### src/rtl/lsu_mem_ctrl_pkg.sv
// Shared definitions for the load/store controller: memory port structs,
// FSM state encoding and the default response timeout.
package lsu_mem_ctrl_pkg;

   typedef struct packed {
      logic        valid;
      logic        wen;
      logic        byte_not_word;
      logic [31:0] write_data;
      logic        yumi;
   } mem_in_s;

   typedef struct packed {
      logic        valid;
      logic [31:0] read_data;
      logic        yumi;
   } mem_out_s;

   typedef enum logic [1:0] {
      LSU_IDLE = 2'd0,
      LSU_REQ  = 2'd1,
      LSU_WAIT = 2'd2,
      LSU_DONE = 2'd3
   } lsu_state_e;

   localparam int lsu_timeout_default_c = 64;

   // Word accesses must be 4-byte aligned; byte accesses never fault.
   function automatic logic lsu_misaligned(input logic is_byte, input logic [1:0] addr_lo);
      return !is_byte && (addr_lo != 2'b00);
   endfunction

endpackage

### src/rtl/lsu_mem_ctrl_if.sv
// Memory-side bus of the load/store controller: flattened request/response
// structs plus the request address.
interface lsu_mem_ctrl_if;
   import lsu_mem_ctrl_pkg::*;

   // Handshake: request valid stays high with stable fields until the memory
   // raises yumi in the same cycle; response valid stays high until the
   // controller raises yumi in the same cycle. Each side consumes on valid&yumi.
   logic [$bits(mem_in_s)-1:0]  mem_flat_o;
   logic [31:0]                 mem_addr_o;
   logic [$bits(mem_out_s)-1:0] mem_flat_i;

   modport master (
      output mem_flat_o,
      output mem_addr_o,
      input  mem_flat_i
   );

   modport slave (
      input  mem_flat_o,
      input  mem_addr_o,
      output mem_flat_i
   );

endinterface

### src/rtl/lsu_mem_ctrl_load_extend.sv
// Load result formatting: byte loads are sign- or zero-extended from bit 7,
// word loads pass through unchanged.
module lsu_mem_ctrl_load_extend (
   input  logic        byte_i,
   input  logic        signed_i,
   input  logic [31:0] raw_i,
   output logic [31:0] res_o
);

   always_comb begin
      res_o = raw_i;
      if (byte_i) begin
         res_o = {{24{signed_i & raw_i[7]}}, raw_i[7:0]};
      end
   end

endmodule

### src/rtl/lsu_mem_ctrl.sv
// Load/store controller: accepts one op from the pipeline, runs the
// valid/yumi exchange with data_mem and stalls the pipeline until retire.
module lsu_mem_ctrl
   import lsu_mem_ctrl_pkg::*;
#(
   parameter int timeout_p = lsu_timeout_default_c
) (
   input  logic        clk,
   input  logic        reset,
   input  logic        req_valid_i,
   input  logic        req_wen_i,
   input  logic        req_byte_i,
   input  logic        req_signed_i,
   input  logic [31:0] req_addr_i,
   input  logic [31:0] req_wdata_i,
   output logic        busy_o,
   output logic        done_o,
   output logic [31:0] ld_data_o,
   output logic        err_align_o,
   output logic        err_timeout_o,
   output logic [1:0]  state_dbg_o,
   lsu_mem_ctrl_if.master mem
);

   localparam logic [1:0] ST_IDLE = LSU_IDLE;
   localparam logic [1:0] ST_REQ  = LSU_REQ;
   localparam logic [1:0] ST_WAIT = LSU_WAIT;
   localparam logic [1:0] ST_DONE = LSU_DONE;

   localparam int CNT_W = (timeout_p >= 255) ? $clog2(timeout_p + 1) : 8;
   // The abort fires on the cycle whose increment would make the count equal timeout_p.
   localparam logic [CNT_W-1:0] CNT_LAST = CNT_W'(timeout_p - 1);

   logic [1:0]       state_q, state_d;
   logic [CNT_W-1:0] cnt_q, cnt_d;
   logic [31:0]      addr_q, addr_d;
   logic [31:0]      wdata_q, wdata_d;
   logic             wen_q, wen_d;
   logic             byte_q, byte_d;
   logic             sgn_q, sgn_d;
   logic [31:0]      ld_data_q, ld_data_d;
   logic             err_align_q, err_align_d;
   logic             err_timeout_q, err_timeout_d;

   mem_in_s          mem_in;
   mem_out_s         mem_out;
   logic             mem_yumi;
   logic [31:0]      ext_data;

   assign mem_out        = mem_out_s'(mem.mem_flat_i);
   assign mem.mem_flat_o = mem_in;
   assign mem.mem_addr_o = addr_q;

   always_comb begin
      mem_in               = '0;
      mem_in.valid         = (state_q == ST_REQ);
      mem_in.wen           = wen_q;
      mem_in.byte_not_word = byte_q;
      mem_in.write_data    = wdata_q;
      mem_in.yumi          = mem_yumi;
   end

   lsu_mem_ctrl_load_extend u_load_extend (
      .byte_i   (byte_q),
      .signed_i (sgn_q),
      .raw_i    (mem_out.read_data),
      .res_o    (ext_data)
   );

   always_comb begin
      state_d       = state_q;
      cnt_d         = cnt_q;
      addr_d        = addr_q;
      wdata_d       = wdata_q;
      wen_d         = wen_q;
      byte_d        = byte_q;
      sgn_d         = sgn_q;
      ld_data_d     = ld_data_q;
      err_align_d   = 1'b0;
      err_timeout_d = 1'b0;
      mem_yumi      = 1'b0;

      case (state_q)
         ST_IDLE: begin
            if (req_valid_i) begin
               if (lsu_misaligned(req_byte_i, req_addr_i[1:0])) begin
                  err_align_d = 1'b1;
               end else begin
                  addr_d  = req_addr_i;
                  wdata_d = req_byte_i ? {24'h0, req_wdata_i[7:0]} : req_wdata_i;
                  wen_d   = req_wen_i;
                  byte_d  = req_byte_i;
                  sgn_d   = req_signed_i;
                  cnt_d   = '0;
                  state_d = ST_REQ;
               end
            end
         end

         ST_REQ: begin
            cnt_d = cnt_q + 1'b1;
            if (cnt_q == CNT_LAST) begin
               err_timeout_d = 1'b1;
               state_d       = ST_IDLE;
            end else if (mem_out.yumi) begin
               state_d = ST_WAIT;
            end
         end

         ST_WAIT: begin
            cnt_d = cnt_q + 1'b1;
            // Timeout wins over a same-cycle response, so the response is left unconsumed.
            if (cnt_q == CNT_LAST) begin
               err_timeout_d = 1'b1;
               state_d       = ST_IDLE;
            end else if (mem_out.valid) begin
               mem_yumi  = 1'b1;
               ld_data_d = wen_q ? 32'h0 : ext_data;
               state_d   = ST_DONE;
            end
         end

         ST_DONE: begin
            state_d = ST_IDLE;
         end

         default: begin
            state_d = ST_IDLE;
         end
      endcase
   end

   always_ff @(posedge clk or posedge reset) begin
      if (reset) begin
         state_q       <= ST_IDLE;
         cnt_q         <= '0;
         addr_q        <= '0;
         wdata_q       <= '0;
         wen_q         <= 1'b0;
         byte_q        <= 1'b0;
         sgn_q         <= 1'b0;
         ld_data_q     <= '0;
         err_align_q   <= 1'b0;
         err_timeout_q <= 1'b0;
      end else begin
         state_q       <= state_d;
         cnt_q         <= cnt_d;
         addr_q        <= addr_d;
         wdata_q       <= wdata_d;
         wen_q         <= wen_d;
         byte_q        <= byte_d;
         sgn_q         <= sgn_d;
         ld_data_q     <= ld_data_d;
         err_align_q   <= err_align_d;
         err_timeout_q <= err_timeout_d;
      end
   end

   assign busy_o        = (state_q != ST_IDLE);
   assign done_o        = (state_q == ST_DONE);
   assign ld_data_o     = ld_data_q;
   assign err_align_o   = err_align_q;
   assign err_timeout_o = err_timeout_q;
   assign state_dbg_o   = state_q;

endmodule

### src/flat_wrapper.sv
// flat-port wrapper written by rule: the top's interface ports become plain ports
module lsu_mem_ctrl_flat import lsu_mem_ctrl_pkg::*;
#(
   parameter int timeout_p = lsu_timeout_default_c
)
  (clk, reset, req_valid_i, req_wen_i, req_byte_i, req_signed_i, req_addr_i, req_wdata_i, busy_o, done_o, ld_data_o, err_align_o, err_timeout_o, state_dbg_o, mem_mem_flat_o, mem_mem_addr_o, mem_mem_flat_i);
  lsu_mem_ctrl_if mem_i ();
  input  logic clk;
  input  logic reset;
  input  logic req_valid_i;
  input  logic req_wen_i;
  input  logic req_byte_i;
  input  logic req_signed_i;
  input  logic [31:0] req_addr_i;
  input  logic [31:0] req_wdata_i;
  output logic busy_o;
  output logic done_o;
  output logic [31:0] ld_data_o;
  output logic err_align_o;
  output logic err_timeout_o;
  output logic [1:0] state_dbg_o;
  output wire logic [$bits(mem_i.mem_flat_o)-1:0] mem_mem_flat_o;
  output wire logic [$bits(mem_i.mem_addr_o)-1:0] mem_mem_addr_o;
  input wire logic [$bits(mem_i.mem_flat_i)-1:0] mem_mem_flat_i;
  assign mem_mem_flat_o = mem_i.mem_flat_o;
  assign mem_mem_addr_o = mem_i.mem_addr_o;
  assign mem_i.mem_flat_i = mem_mem_flat_i;
  lsu_mem_ctrl #(.timeout_p(timeout_p)) u_core (.clk(clk), .reset(reset), .req_valid_i(req_valid_i), .req_wen_i(req_wen_i), .req_byte_i(req_byte_i), .req_signed_i(req_signed_i), .req_addr_i(req_addr_i), .req_wdata_i(req_wdata_i), .busy_o(busy_o), .done_o(done_o), .ld_data_o(ld_data_o), .err_align_o(err_align_o), .err_timeout_o(err_timeout_o), .state_dbg_o(state_dbg_o), .mem(mem_i));
endmodule
### config.mk
export PLATFORM = sky130hd
export DESIGN_NAME = lsu_mem_ctrl_flat
export DESIGN_NICKNAME = d
export VERILOG_FILES = /design/src/rtl/lsu_mem_ctrl_pkg.sv /design/src/rtl/lsu_mem_ctrl_if.sv /design/src/rtl/lsu_mem_ctrl_load_extend.sv /design/src/rtl/lsu_mem_ctrl.sv /design/src/flat_wrapper.sv
export SDC_FILE = /design/constraint.sdc
export NUM_CORES = 1
export LEC_CHECK = 0
export CORE_MARGIN = 2
export CORE_UTILIZATION = 30
export CTS_BUF_LIST = sky130_fd_sc_hd__clkbuf_4
export DETAILED_ROUTE_END_ITERATION = 8
export SLEW_MARGIN = 40
export SYNTH_ARGS = -nofsm -noshare
export SYNTH_HDL_FRONTEND = slang
export SYNTH_HIERARCHICAL = 1
export SYNTH_SLANG_ARGS = --single-unit
### constraint.sdc
create_clock -name clk -period 5.87 [get_ports clk]
set_input_delay 1.761 -clock clk [delete_from_list [all_inputs] [get_ports clk]]
set_output_delay 1.761 -clock clk [all_outputs]
set_load 0.01 [all_outputs]
==> results of run 1 <==
-- registers in the layout (all words and copies together) (netlist names) --
signal,flops
u_core/wen_q,1
u_core/sgn_q,1
u_core/mem.mem_addr_o,32
u_core/err_align_o,1
u_core/wdata_q,32
u_core/ld_data_o,32
u_core/state_dbg_o,2
u_core/byte_q,1
u_core/err_timeout_o,1
u_core/cnt_q,8
-- routing by layer --
| metal | GRT usage [%] | vias up |
|---|---|---|
| li1 | - | 1923 |
| met1 | 18.5 | 1831 |
| met2 | 24.3 | 122 |
| met3 | 3.31 | 19 |
| met4 | 6.80 | 0 |
| met5 | 0 | - |
-- cell usage in the layout (no fill, tap or decap), drive strengths merged, types with 2 or more instances in the layout --
master and n:
a211oi 2, nand2b 56, and3 2, inv 36
clkdlybuf4s50 208, a32o 2, nor2 2, or2 2
o31ai 2, clkbuf 9, o21ai 84, clkinv 3
nand3 6, nand2 64, a21boi 2, a21oi 2
mux2 43, or3 3, nor3 2, buf 3
dfrtp 111, ha 6, and2 2
-- worst min-delay path by stage --
stage | from | endpoint | slack [ns] | cells past startpoint
global placement | u_core/wdata_q[13]$_DFFE_PP0P_ | u_core/wdata_q[13]$_DFFE_PP0P_ | 0.46 | 2
detailed placement | u_core/ld_data_o[2]$_DFFE_PP0P_ | u_core/ld_data_o[2]$_DFFE_PP0P_ | 0.47 | 2
finish | u_core/ld_data_o[2]$_DFFE_PP0P_ | u_core/ld_data_o[2]$_DFFE_PP0P_ | 0.50 | 2
global route | u_core/wdata_q[12]$_DFFE_PP0P_ | u_core/wdata_q[12]$_DFFE_PP0P_ | 0.53 | 2
floorplan | u_core/cnt_q[0]$_DFFE_PP0P_ | u_core/cnt_q[0]$_DFFE_PP0P_ | 0.48 | 1
CTS | u_core/ld_data_o[2]$_DFFE_PP0P_ | u_core/ld_data_o[2]$_DFFE_PP0P_ | 0.51 | 2
-- report_power, final --
part	internal [W]	switching [W]
logic	0.000938	0.000688
clock network	0.0000921	0.000269
registers	0.00110	0.000238
-- synth_stat cells, types with 2 or more instances --
cell type and count:
o21ai_1 7, and3_1 2, buf_4 13, buf_6 6
a32o_1 2, o21ai_0 73, mux2_2 43, clkbuf_2 2
clkbuf_1 7, nand3_1 4, nand3_2 2, ha_1 6
dfrtp_1 111, o21ai_2 4, buf_1 3, or3_1 2
o31ai_1 2, buf_2 6, inv_1 33, and2_1 2
nand2b_1 56, nor2_1 2, a21oi_1 2, nor3_1 2
nand2_1 63, a211oi_1 2
-- metrics by stage --
stage / std cells / hold WS [ns] / area, um2 / util [%]
2_1_floorplan: 474 / 0.477 / 5030 / -
3_3_place_gp: 868 / 0.463 / 7190 / 43.7
3_5_place_dp: 868 / 0.470 / 7200 / 43.7
4_1_cts: 884 / 0.507 / 7330 / 44.5
5_1_grt: 884 / 0.528 / 7330 / 44.5
6_report: 884 / 0.502 / 7330 / 44.5
-- critical path, delay by kind of cell --
kind                   cells  cell delay (ns)
buffers and inverters      3             1.14
AO/OA/AOI/OAI              1             0.16
-- logic make-up (layout without fill, tap and decap cells) --
kind of cell | Yosys count | after routing
simple gates | 143 | 143
flops | 111 | 111
compound gates | 101 | 101
buf+inv | 70 | 260
mux | 43 | 43
fa+ha+maj | 6 | 6
-- layout make-up --
type	instances	area [um2]	share of cell area, %
Clock buffer	9	67.6	0.922
Sequential cell	111	2780	38.0
Timing Repair Buffer	211	2100	28.7
Clock inverter	7	55.1	0.751
Tap cell	220	275	3.76
Multi-Input combinational cell	293	1910	26.1
Inverter	33	131	1.79
==> reports/qor.txt, run 1 <==
Rows: 47
global-route wire length before repair: 20,900 um
Final #Nets: 769
antenna violations before repair: 0
worst skew pair latency: 0.47 ns
Detailed Routing Iterations Pass 1: 4
Layout Area Growth over Synthesis: 45.5%
Peak Freq: 207 MHz
EDFF count, synth: 0
Remaining Overflow, GRT: 0
Layout Skew: 0.0136 ns
Worst EP arrival: 3.07 ns
Hold Vio Cnt, Final: 0
status: completed
Worst Tran Pin Value: 0.647 ns
die area: 17,800 um2
met2 wire len: 6160 um
Slew Limit Fails: 0
post-place setup slack: 1.02 ns
via/cell ratio: 4.41
placed wire-length estimate: 9180 um
hold crit path type: reg -> reg
Post-Route M1 WL: 5680 um
TritonCTS Buffers: 9
fill cell count: 1,580
Synth Warn #: 6
pwr dens: 454 nW/um2
TNS Setup: 0 ns
end of the critical path: mem_mem_flat_o[0]
Synth Instances: 474
vias in the first global route: 4,001
crit-path cells: clkdlybuf4s50_1 -> o311ai_4 -> inv_1 -> clkdlybuf4s50_1
final worst slack: 1.04 ns
Starting Density: 30.6%
IO Pins: 210
Startpoint Class: primary input
flip-flop and latch count after synthesis: 111
Final period util: 82.3%
top-area cell type share of the netlist area: 55.2%
Worst-path clk slew: 0.17 ns
Synth cell types: 43
Avg Synthesized Cell Area: 10.6 um2
main combinational cell family by area after synthesis: simple AND/OR/NAND/NOR gates
max_cap viols: 0
Core Area: 16,500 um2
largest net degree at the start of global routing: 92
share of layout cells above drive strength 1: 11.4%
R2R Setup Slk: 3.77 ns
post-CTS sizing: 0
met3 wire length: 728 um
Die X: 134 um
per-cell routed wire length: 14.6 um
Critical Path Source: mem_mem_flat_i[33]
Max-slew headroom: 56.8%
top sig layer: met4
Leak: 3.13 nW
final critical-path required period: 4.83 ns
total number of vias: 3,895
complex-gate fraction of the synthesized area: 11.7%
syn nets: 584
R2R Path End: u_core/ld_data_o[8]$_DFFE_PP0P_
Critical-path top delay cell: clkdlybuf4s50_1
Seq/Total Area, Yosys: 55.2%
critical-path maximum fanout: 2
CP peak stage delay: 0.53 ns
H-tree depth reported by CTS: 3
cell taking the most area after synthesis: dfrtp_1
Clock Path Buffers: 2
final WL: 12,900 um
GRT Util Overall: 14.7%
clock sink count: 111
Initial DRC Count: 154
Final setup viols: 0
number of post-CTS setup repair buffers: 0
input/output buffers: 209
Critical Path RT: 4.11 ns
Synth Area in Simple Gates: 14.7%
root buf cell: clkbuf_4
most used cell, CP: clkdlybuf4s50_1
global placement routability congestion: 0.749
# DRC: 0
Tot Pwr: 0.00333 W
Worst R2R Path Depth: 5
ANT nets after route: 0
FFs w/ async S/R, synth: 100%
mapped cell area: 5030 um2
Synth Flop Type: dfrtp_1
Ant. Diodes: 0
mux cell area share after synthesis: 9.62%
cts hold-fix bufs: 0
Die H: 134 um
Synth Area in Adders: 1.49%
dominant cells by area after synthesis: dfrtp_1 (55%), mux2_2 (9.6%), o21ai_0 (7.3%)
RSZ-0062 raised after global routing: no
CTS tree: done
CP endpoint kind: primary output
Max rail drop VDD: 0.218 mV
Setup CP Type: in -> out
R2R Path Start: u_core/cnt_q[0]$_DFFE_PP0P_
Synth Area in XOR/XNOR: 0%
No activity file was read; power rests on OpenSTA's default activity.
==> run 2, diff against run 1 <==
Clock period 5.87 ns to 5 ns, I/O delays scaled along.
==> run 2 against run 1 <==
Against the previous run: critical path depth unchanged; non-clock buffer count increased by 2; final cell count is 0.23% higher; via count grew 1.6%; clock skew up 0.0038 ns; utilization rose by 0.068 points; hold slack lost 0.0035 ns; sequential power grew 17%; wire length about the same; clock power up 14%; combinational power increased by 17%; power is 17% higher.
==> reports/qor.txt, run 2 (synthesis results as in run 1) <==
# DRC: 0
GRT Max-Usage Layer: met2
Max rail drop VDD: 0.255 mV
M2 GR Usage: 24.7%
number of post-CTS setup repair buffers: 0
final worst slack: 0.673 ns
status: completed
Sw Share: 35.5%
CP endpoint kind: primary output
antenna violations before repair: 0
Leak: 3.14 nW
Starting Density: 30.6%
Worst R2R Path Depth: 5
dpl cells: 870
Layout Skew: 0.0174 ns
met1 global-route usage: 18.7%
input/output buffers: 209
per-cell routed wire length: 14.6 um
Worst-path clk slew: 0.15 ns
Final #Nets: 771
Clock Path Buffers: 2
global-route wire length before repair: 20,900 um
Critical Path RT: 3.50 ns
Ant. Diodes: 0
RSZ-0062 raised after global routing: no
hold_sp: u_core/wdata_q[9]$_DFFE_PP0P_
Final Non-Filler Cells: 886
Rows: 47
sequential power share: 40.4%
IO Pins: 210
Layout Area Growth over Synthesis: 45.7%
R2R Path Start: u_core/cnt_q[0]$_DFFE_PP0P_
sw power: 0.00138 W
Detailed Routing Iterations Pass 1: 4
final WL: 12,900 um
largest net degree at the start of global routing: 92
post-place setup slack: 0.651 ns
placed wire-length estimate: 9290 um
total number of vias: 3,959
GRT Util Overall: 14.9%
Setup CP Type: in -> out
root buf cell: clkbuf_4
TritonCTS Buffers: 9
die area: 17,800 um2
commonest non-fill, non-tap cell in the layout: clkdlybuf4s50_1
clock sink count: 111
Peak Freq: 231 MHz
Core Area: 16,500 um2
clock power share: 10.6%
Slew Limit Fails: 0
met3 Use GR: 3.77%
max_cap viols: 0
Final setup viols: 0
Critical Path Source: mem_mem_flat_i[33]
ANT nets after route: 0
final critical-path required period: 4.33 ns
worst skew pair latency: 0.47 ns
post-CTS sizing: 0
Worst Tran Pin Value: 0.645 ns
Int Power: 0.00251 W
TNS Setup: 0 ns
vias in the first global route: 4,018
Hold Vio Cnt, Final: 0
hold path depth: 2
Max-slew headroom: 57.0%
Startpoint Class: primary input
critical-path maximum fanout: 2
via/cell ratio: 4.47
Worst EP arrival: 2.83 ns
global placement routability congestion: 0.758
Gate power share: 49.0%
Final period util: 86.5%
share of layout cells above drive strength 1: 11.6%
Initial DRC Count: 170
CTS tree: done
hold crit path type: reg -> reg
pwr dens: 530 nW/um2
Die H: 134 um
H-tree depth reported by CTS: 3
cts hold-fix bufs: 0
Remaining Overflow, GRT: 0
Die X: 134 um
most frequent cells in the layout: clkdlybuf4s50_1 (209), dfrtp_1 (109), o21ai_0 (73)
## run 2: power by group through the flow
stage | logic (W) | registers, W | clock network, W
2_1_floorplan | 0.000797 | 0.00170 | 0
3_3_place_gp | 0.00190 | 0.00158 | 0
3_5_place_dp | 0.00193 | 0.00160 | 0
4_1_cts | 0.00194 | 0.00158 | 0.000441
5_1_grt | 0.00208 | 0.00164 | 0.000483
6_report | 0.00191 | 0.00157 | 0.000413
## run 2: metal layers
| layer | vias to the layer above | wire length [um] | share of wire (%) |
|---|---|---|---|
| li1 | 1930 | - | - |
| met1 | 1877 | 5600 | 43 |
| met2 | 136 | 6240 | 48 |
| met3 | 16 | 824 | 6.4 |
| met4 | 0 | 244 | 1.9 |
| met5 | - | 0 | 0 |
## run 2: final cells by class
cell class | instances | area [um2]
Sequential cell | 111 | 2780
Inverter | 33 | 129
Clock inverter | 5 | 33.8
Tap cell | 220 | 275
Clock buffer | 11 | 82.6
Fill cell | 1574 | 9130
Multi-Input combinational cell | 293 | 1910
Timing Repair Buffer | 213 | 2120
## run 2: metrics by stage
| step | total power [W] | instance area (um2) | hold WS [ns] | utilization [%] |
|---|---|---|---|---|
| 3_5_place_dp | 0.00353 | 7220 | 0.469 | 43.8 |
| 4_1_cts | 0.00396 | 7330 | 0.505 | 44.5 |
| 2_1_floorplan | 0.00249 | 5030 | 0.477 | - |
| 5_1_grt | 0.00419 | 7340 | 0.536 | 44.6 |
| 3_3_place_gp | 0.00347 | 7210 | 0.463 | 43.8 |
| 6_report | 0.00389 | 7340 | 0.499 | 44.6 |
## run 2: final timing paths
path | end | slack, ns
setup / recovery | mem_mem_flat_o[0] | 0.67
hold / removal | u_core/wdata_q[9]$_DFFE_PP0P_ | 0.50
setup reg to reg | u_core/ld_data_o[9]$_DFFE_PP0P_ | 2.95
min in group asynchronous | u_core/ld_data_o[1]$_DFFE_PP0P_ | 1.48
hold reg to reg | u_core/wdata_q[9]$_DFFE_PP0P_ | 0.50
max in group asynchronous | u_core/ld_data_o[18]$_DFFE_PP0P_ | 2.77
## run 2: critical path, cell delays in order
cell             delay [ns]
clkdlybuf4s50_1        0.54
o311ai_4               0.15
inv_1                  0.10
clkdlybuf4s50_1        0.54
